$ cat config.mk
export PLATFORM = sky130hd
export DESIGN_NAME = ppg_column_adder_acc
export DESIGN_NICKNAME = d
export VERILOG_FILES = /design/src/rtl/ppg_column_adder_acc.sv
export SDC_FILE = /design/constraint.sdc
export NUM_CORES = 1
export LEC_CHECK = 0
export ABC_AREA = 1
export CAP_MARGIN = 0
export CORE_ASPECT_RATIO = 0.5
export CORE_MARGIN = 4
export CORE_UTILIZATION = 45
export CTS_CLUSTER_DIAMETER = 40
export DETAILED_ROUTE_END_ITERATION = 8
export PLACE_DENSITY = 0.75
export SYNTH_ARGS = -nofsm -noshare
export SYNTH_HDL_FRONTEND = slang
export SYNTH_SLANG_ARGS = --single-unit
$ cat constraint.sdc
create_clock -name clk -period 3.9 [get_ports clk]
set_input_delay 0.78 -clock clk [delete_from_list [all_inputs] [get_ports clk]]
set_output_delay 0.78 -clock clk [all_outputs]
set_load 0.01 [all_outputs]
$ cat src/rtl/ppg_column_adder_acc.sv
// ppg_column_adder_acc
//   Column adder and group accumulator placed after the partial-product
//   generator. Each of the 15 column buses pp14..pp0 holds the bits of that
//   column for 9 lanes, arranged as 9-bit slices. Every column is popcounted.
//   The counts are then shift-added together with the correction constant CORR,
//   which gives the signed 19-bit sum of the 9 lane products. These window sums
//   are accumulated over a channel group that ends with in_last.
//
//   Optional feature: define ACC_SAT_EN to make the accumulator add saturate.
//   When it is not defined, the accumulator wraps modulo 2^ACC_W.
//
// Ports
//   clk        rising-edge clock
//   reset      asynchronous, active-low reset
//   in_valid   pp buses and in_last carry a beat
//   in_ready   block accepts a beat (low while a result is stalled)
//   in_last    beat closes the channel group
//   pp14..pp0  column bit buses (9 bits per slice)
//   out_valid  out_data/out_cnt hold a finished group
//   out_ready  consumer takes the result
//   out_data   signed group sum, ACC_W bits
//   out_cnt    beats in the group, saturating at 2^CNT_W-1
module ppg_column_adder_acc #(
  parameter int          ACC_W = 24,
  parameter int          CNT_W = 8,
  parameter logic [18:0] CORR  = 19'h4E800
) (
  input  logic                    clk,
  input  logic                    reset,
  input  logic                    in_valid,
  output logic                    in_ready,
  input  logic                    in_last,
  input  logic [8:0]              pp14,
  input  logic [8:0]              pp13,
  input  logic [17:0]             pp12,
  input  logic [17:0]             pp11,
  input  logic [35:0]             pp10,
  input  logic [35:0]             pp9,
  input  logic [35:0]             pp8,
  input  logic [35:0]             pp7,
  input  logic [44:0]             pp6,
  input  logic [26:0]             pp5,
  input  logic [35:0]             pp4,
  input  logic [17:0]             pp3,
  input  logic [26:0]             pp2,
  input  logic [8:0]              pp1,
  input  logic [17:0]             pp0,
  output logic                    out_valid,
  input  logic                    out_ready,
  output logic signed [ACC_W-1:0] out_data,
  output logic [CNT_W-1:0]        out_cnt
);

  function automatic logic [5:0] popcnt(input logic [44:0] v);
    logic [5:0] c;
    c = '0;
    for (int i = 0; i < 45; i++) c = c + {5'd0, v[i]};
    return c;
  endfunction

  // This result is exact modulo 2^19, and every 3x3 window of 8x8 products
  // fits in 19 signed bits.
  function automatic logic signed [18:0] window_sum(input logic [14:0][5:0] c);
    logic [18:0] s;
    s = CORR;
    for (int k = 0; k < 15; k++) s = s + (19'(c[k]) << k);
    return $signed(s);
  endfunction

  function automatic logic signed [ACC_W-1:0] acc_add(input logic signed [ACC_W-1:0] x,
                                                      input logic signed [ACC_W-1:0] y);
`ifdef ACC_SAT_EN
    logic [ACC_W:0] s;
    s = {x[ACC_W-1], x} + {y[ACC_W-1], y};
    if (s[ACC_W] != s[ACC_W-1])
      return s[ACC_W] ? {1'b1, {(ACC_W-1){1'b0}}} : {1'b0, {(ACC_W-1){1'b1}}};
    return s[ACC_W-1:0];
`else
    return x + y;
`endif
  endfunction

  function automatic logic [CNT_W-1:0] cnt_inc(input logic [CNT_W-1:0] c);
    return (&c) ? c : c + CNT_W'(1);
  endfunction

  logic                    stall;
  logic [14:0][5:0]        col_cnt;
  logic                    vld_p1, last_p1;
  logic [14:0][5:0]        cnt_p1;
  logic                    vld_p2, last_p2;
  logic signed [18:0]      wsum_p2;
  logic signed [ACC_W-1:0] wsum_ext;
  logic signed [ACC_W-1:0] acc, acc_nxt;
  logic [CNT_W-1:0]        beat_cnt, cnt_nxt;
  logic                    first;

  // A result that the consumer has not taken freezes the whole pipe.
  assign stall    = out_valid & ~out_ready;
  assign in_ready = ~stall;

  always_comb begin
    col_cnt[14] = popcnt({36'd0, pp14});
    col_cnt[13] = popcnt({36'd0, pp13});
    col_cnt[12] = popcnt({27'd0, pp12});
    col_cnt[11] = popcnt({27'd0, pp11});
    col_cnt[10] = popcnt({9'd0, pp10});
    col_cnt[9]  = popcnt({9'd0, pp9});
    col_cnt[8]  = popcnt({9'd0, pp8});
    col_cnt[7]  = popcnt({9'd0, pp7});
    col_cnt[6]  = popcnt(pp6);
    col_cnt[5]  = popcnt({18'd0, pp5});
    col_cnt[4]  = popcnt({9'd0, pp4});
    col_cnt[3]  = popcnt({27'd0, pp3});
    col_cnt[2]  = popcnt({18'd0, pp2});
    col_cnt[1]  = popcnt({36'd0, pp1});
    col_cnt[0]  = popcnt({27'd0, pp0});
  end

  assign wsum_ext = ACC_W'(wsum_p2);

  always_comb begin
    acc_nxt = acc_add(first ? '0 : acc, wsum_ext);
    cnt_nxt = first ? CNT_W'(1) : cnt_inc(beat_cnt);
  end

  // Data registers of stage 1 (column counts) and stage 2 (window sum).
  // These are not reset, because the valid bits qualify them.
  always_ff @(posedge clk) begin
    if (!stall) begin
      cnt_p1  <= col_cnt;
      last_p1 <= in_last;
      wsum_p2 <= window_sum(cnt_p1);
      last_p2 <= last_p1;
    end
  end

  // Valid pipeline and stage 3 (group accumulate / result register).
  // Any result that is not held by a stall is overwritten or dropped on this
  // edge, so out_valid simply follows a last beat arriving in stage 3.
  always_ff @(posedge clk or negedge reset) begin
    if (!reset) begin
      vld_p1    <= 1'b0;
      vld_p2    <= 1'b0;
      out_valid <= 1'b0;
      out_data  <= '0;
      out_cnt   <= '0;
      acc       <= '0;
      beat_cnt  <= '0;
      first     <= 1'b1;
    end else if (!stall) begin
      vld_p1    <= in_valid;
      vld_p2    <= vld_p1;
      out_valid <= vld_p2 & last_p2;
      if (vld_p2) begin
        acc      <= acc_nxt;
        beat_cnt <= cnt_nxt;
        first    <= last_p2;
        if (last_p2) begin
          out_data <= acc_nxt;
          out_cnt  <= cnt_nxt;
        end
      end
    end
  end

endmodule

=== Word level (Yosys, flattened, before mapping) ===
Cells that the tools add are included.

* Reduce and logical (&&, ||, !) cells: 3
* Bitwise operators: 4
* Add/subtract/negate cells: 380
* Muxes and demuxes: 3

{| class="wikitable"
|+ Operators with widths
! operator !! number
|-
| adder 6 x 1 -> 6 bit || 285
|-
| adder 5 x 1 -> 6 bit || 14
|-
| adder 4 x 1 -> 5 bit || 15
|-
| adder 3 x 1 -> 4 bit || 15
|-
| adder 2 x 1 -> 3 bit || 15
|-
| adder 19 bit || 2
|-
| adder 1 x 1 -> 2 bit || 15
|-
| adder 24 x 19 -> 24 bit || 1
|-
| two-way mux 24 bit || 1
|-
| adder 5 x 1 -> 5 bit || 4
|-
| adder 19 x 10 -> 19 bit || 1
|-
| adder 19 x 11 -> 19 bit || 1
|-
| adder 19 x 12 -> 19 bit || 1
|-
| adder 19 x 13 -> 19 bit || 1
|-
| adder 19 x 14 -> 19 bit || 1
|-
| adder 19 x 15 -> 19 bit || 1
|-
| adder 19 x 16 -> 19 bit || 1
|-
| adder 19 x 17 -> 19 bit || 1
|-
| adder 19 x 18 -> 19 bit || 1
|-
| adder 19 x 6 -> 19 bit (first input constant) || 1
|-
| adder 19 x 7 -> 19 bit || 1
|-
| adder 19 x 8 -> 19 bit || 1
|-
| adder 19 x 9 -> 19 bit || 1
|-
| two-way mux 8 bit || 2
|-
| other kinds (6) || 8
|}

* Register bits after elaboration: 178
* Input port bits: 383
* Output and inout port bits: 34

=== Longest topological paths before layout ===
* Word-level depth: 44
* Gate-level depth with buffers: 20
* Mapped depth without buffers: 20

=== Worst setup path before layout ===
No wires, ideal clock.

* Path kind: input -> register
* Start point: input pp6[35]
* End point: register cnt_p1[40] in the netlist's numbering (data pin)
* Arrival time: 5.375 ns
* Library setup time: 0.265 ns
* Path buffers: 0
* Cell stages on the path: 16
* Setup slack: -1.740 ns
* Required time: 3.635 ns
* Cells stage by stage: inv_1 -> fa_1 -> inv_1 -> fa_1 -> inv_1 -> fa_1 -> inv_1 -> fa_1 -> inv_1 -> fa_1 -> fa_1 -> fa_1 -> fa_1 -> fa_1 -> o21ai_0 -> xor2_1

{| class="wikitable"
|+ RTL lines
! element !! RTL line !! text
|-
| start, declared || 41 || <nowiki>input logic [44:0] pp6,</nowiki>
|-
| end signal, assigned || 131 || <nowiki>cnt_p1 <= col_cnt;</nowiki>
|-
| end, declared || 90 || <nowiki>logic [14:0][5:0] cnt_p1;</nowiki>
|}

==> results_dict.tcl <==
set metrics [dict create \
    vias 14290 \
    netlist.area_leader.share_pct 33.68 \
    status "finished with violations" \
    grt_pass1_vias 15070 \
    hp-class "reg -> reg" \
    whs_ns 0.4190 \
    cts-root-buf "clkbuf_16" \
    drt_iter0_markers 576 \
    clockBufferDepth 2 \
    setup_ws_ns -1.304 \
    setup-tns-final_ns -34.03 \
    viasPerCell 4.497 \
    clock_latency_ns 0.45 \
    cp_data_arrival_time_ns 5.40 \
    grt.met1_usage_pct 24.25 \
    area_growth_pct 32.92 \
    antenna_found_initial 5 \
    route.detailed.drc 0 \
    period_minus_slack_ns 5.204 \
    final_util_pct 60.96 \
    die_area_um2 46640 \
    layout-drive-gt1-share_pct 20.57 \
    syn_area_per_cell_um2 9.261 \
    synth_seq_cells 169 \
    dr.pass1.iters 5 \
    crit_required_ns 4.10 \
    ys.flop_type "edfxtp_1" \
    max_slew_margin_pct 40.30 \
    grt_start_max_net_pins 52 \
    hpwlAfterDp_mm 39.75 \
    grt-ovfl-total 0 \
    path_max_fanout 2 \
    nets 3456 \
    crit_path_end_kind "flop" \
    grt_usage_pct 19.83 \
    setup_viol 56 \
    synth-edff-count 101 \
    layoutNonFillerInstCount 3178 \
    yosys-top-cells-count "inv_1 (746), fa_1 (326), nand2_1 (311)" \
    place.gp.congestion 0.9146 \
    io_buffers 416 \
    start_util_pct 45.87 \
    top_usage_layer "met2" \
    cts_tree "yes" \
    synth_nets 2965 \
    path_class "in -> reg" \
    rsz0062_at_grt "yes" \
    fin_crit_sh_pct 133.4 \
    htreeDepth 4 \
    cts_buffers 17 \
    violations "negative setup slack" \
    ys_seq_area_share_pct 24.44 \
    grtUsageMet3_pct 2.637 \
    yosys.area.top_type "fa_1" \
    routedWlPerCell_um 14.37 \
    yosysMostFrequentCell "inv_1" \
    core_area_um2 42240 \
    yosysUniqueCellTypes 35 \
    syn_area_um2 19370 \
    ant_nets 0 \
    cts_num_sinks 169 \
    hold_viol_final 0 \
    worst_pin_slew_ns 0.8955 \
    ys_async_sr_fraction_pct 40.24 \
    netlist_instances 2092 \
    ys_warn_count 0 \
    drt_wl_total_mm 45.68 \
    ff2ff_path_depth 14 \
    grt_use_met2_pct 36.89 \
    worstSetupStartpointType "input pin" \
    ys_top_cells_by_area "fa_1 (34%), edfxtp_1 (16%), inv_1 (14%)" \
    die_h_um 154.7 \
    maxCapViolCount 0 \
    rows 53 \
    skew_ns 0.01106 \
    clk_pin_slew_ns 0.06 \
    dp_cells 3128 \
    min_path_cells 0 \
    boundaryPins 417 \
    die_w_um 301.4 \
    grt_first_pass_wirelength_mm 73.18 \
    drv_slew 0 \
    max_freq_mhz 192.2 \
]
==> worst max-delay path: stages <==
cell and delay, ns:
buf_8 0.08, inv_8 0.02, fa_1 0.52, inv_1 0.05
fa_1 0.49, inv_1 0.06, fa_1 0.49, inv_2 0.04
fa_1 0.48, inv_1 0.05, fa_1 0.45, fa_1 0.52
fa_1 0.43, fa_2 0.37, fa_2 0.36, o21ai_2 0.13
xor2_1 0.07
==> final timing paths <==
check	slack, ns	end	startpoint
setup reg to reg	0.09	wsum_p2[17]	cnt_p1[69]
max in group asynchronous	2.64	out_data[3]	reset
hold / removal	0.42	last_p2	last_p1
min in group asynchronous	0.44	out_data[20]	reset
setup / recovery	-1.30	cnt_p1[40]	pp6[35]
hold reg to reg	0.42	last_p2	last_p1
==> cells in the final DEF (no fill, tap or decap), drive strengths merged, types with 67 or more instances in the layout <==
cell type        n
nand2          311
fa             326
nor2            88
edfxtp         101
inv            749
buf            169
clkbuf          71
clkdlybuf4s50  244
dfrtp           67
nand3           75
ha             164
==> through the flow <==
stage	instance area, µm²	worst slack (ns)
finish	25750	-1.304
global route	25750	-1.441
CTS	25650	-1.284
detailed placement	25050	-2.298
global placement	25050	-2.233
floorplan	19800	-1.541
==> kinds of logic after synthesis <==
family	count (synthesis)	share of synthesized area, %
xor gates and xnor gates	57	2.577
and+or+nand+nor	501	10.75
buffers and inverters	762	14.82
adders and majority gates	490	44.28
DFF	169	24.44
AOI/OAI and AO/OA	113	3.139
==> per-layer routing <==
layer  routed length (µm)  part of all wire [%]  up-vias
met2                25080                    55      206
li1                     -                     -     7031
met4                  750                   1.6        0
met5                    0                     0        -
met1                18460                    40     7007
met3                 1391                   3.0       46
==> area by class of cell <==
cell class | instances | area (µm²)
Antenna cell | 5 | 12.51
Clock buffer | 25 | 511.7
Clock inverter | 7 | 57.56
Fill cell | 3567 | 16490
Inverter | 746 | 2855
Multi-Input combinational cell | 1161 | 12540
Sequential cell | 169 | 4736
Tap cell | 577 | 721.9
Timing Repair Buffer | 488 | 4315
==> registers in the layout, indices dropped and copies added (netlist names) <==
name       cells
out_valid      1
wsum_p2       19
first          1
cnt_p1        80
acc           24
last_p1        1
vld_p1         1
last_p2        1
beat_cnt       8
out_cnt        8
out_data      24
vld_p2         1
==> what timing repair did <==
action | 4_1_cts | 5_1_grt
endpoints found under the setup margin | 69 | 70
pin swaps | 229 | 214
resized for setup | 602 | 208
cloned | 0 | 0
buffers inserted | 13 | 11
hold buffers | 0 | 0
Power is not shown: default switching activity piles up to over one toggle a cycle in this logic, so the estimate is an artifact.
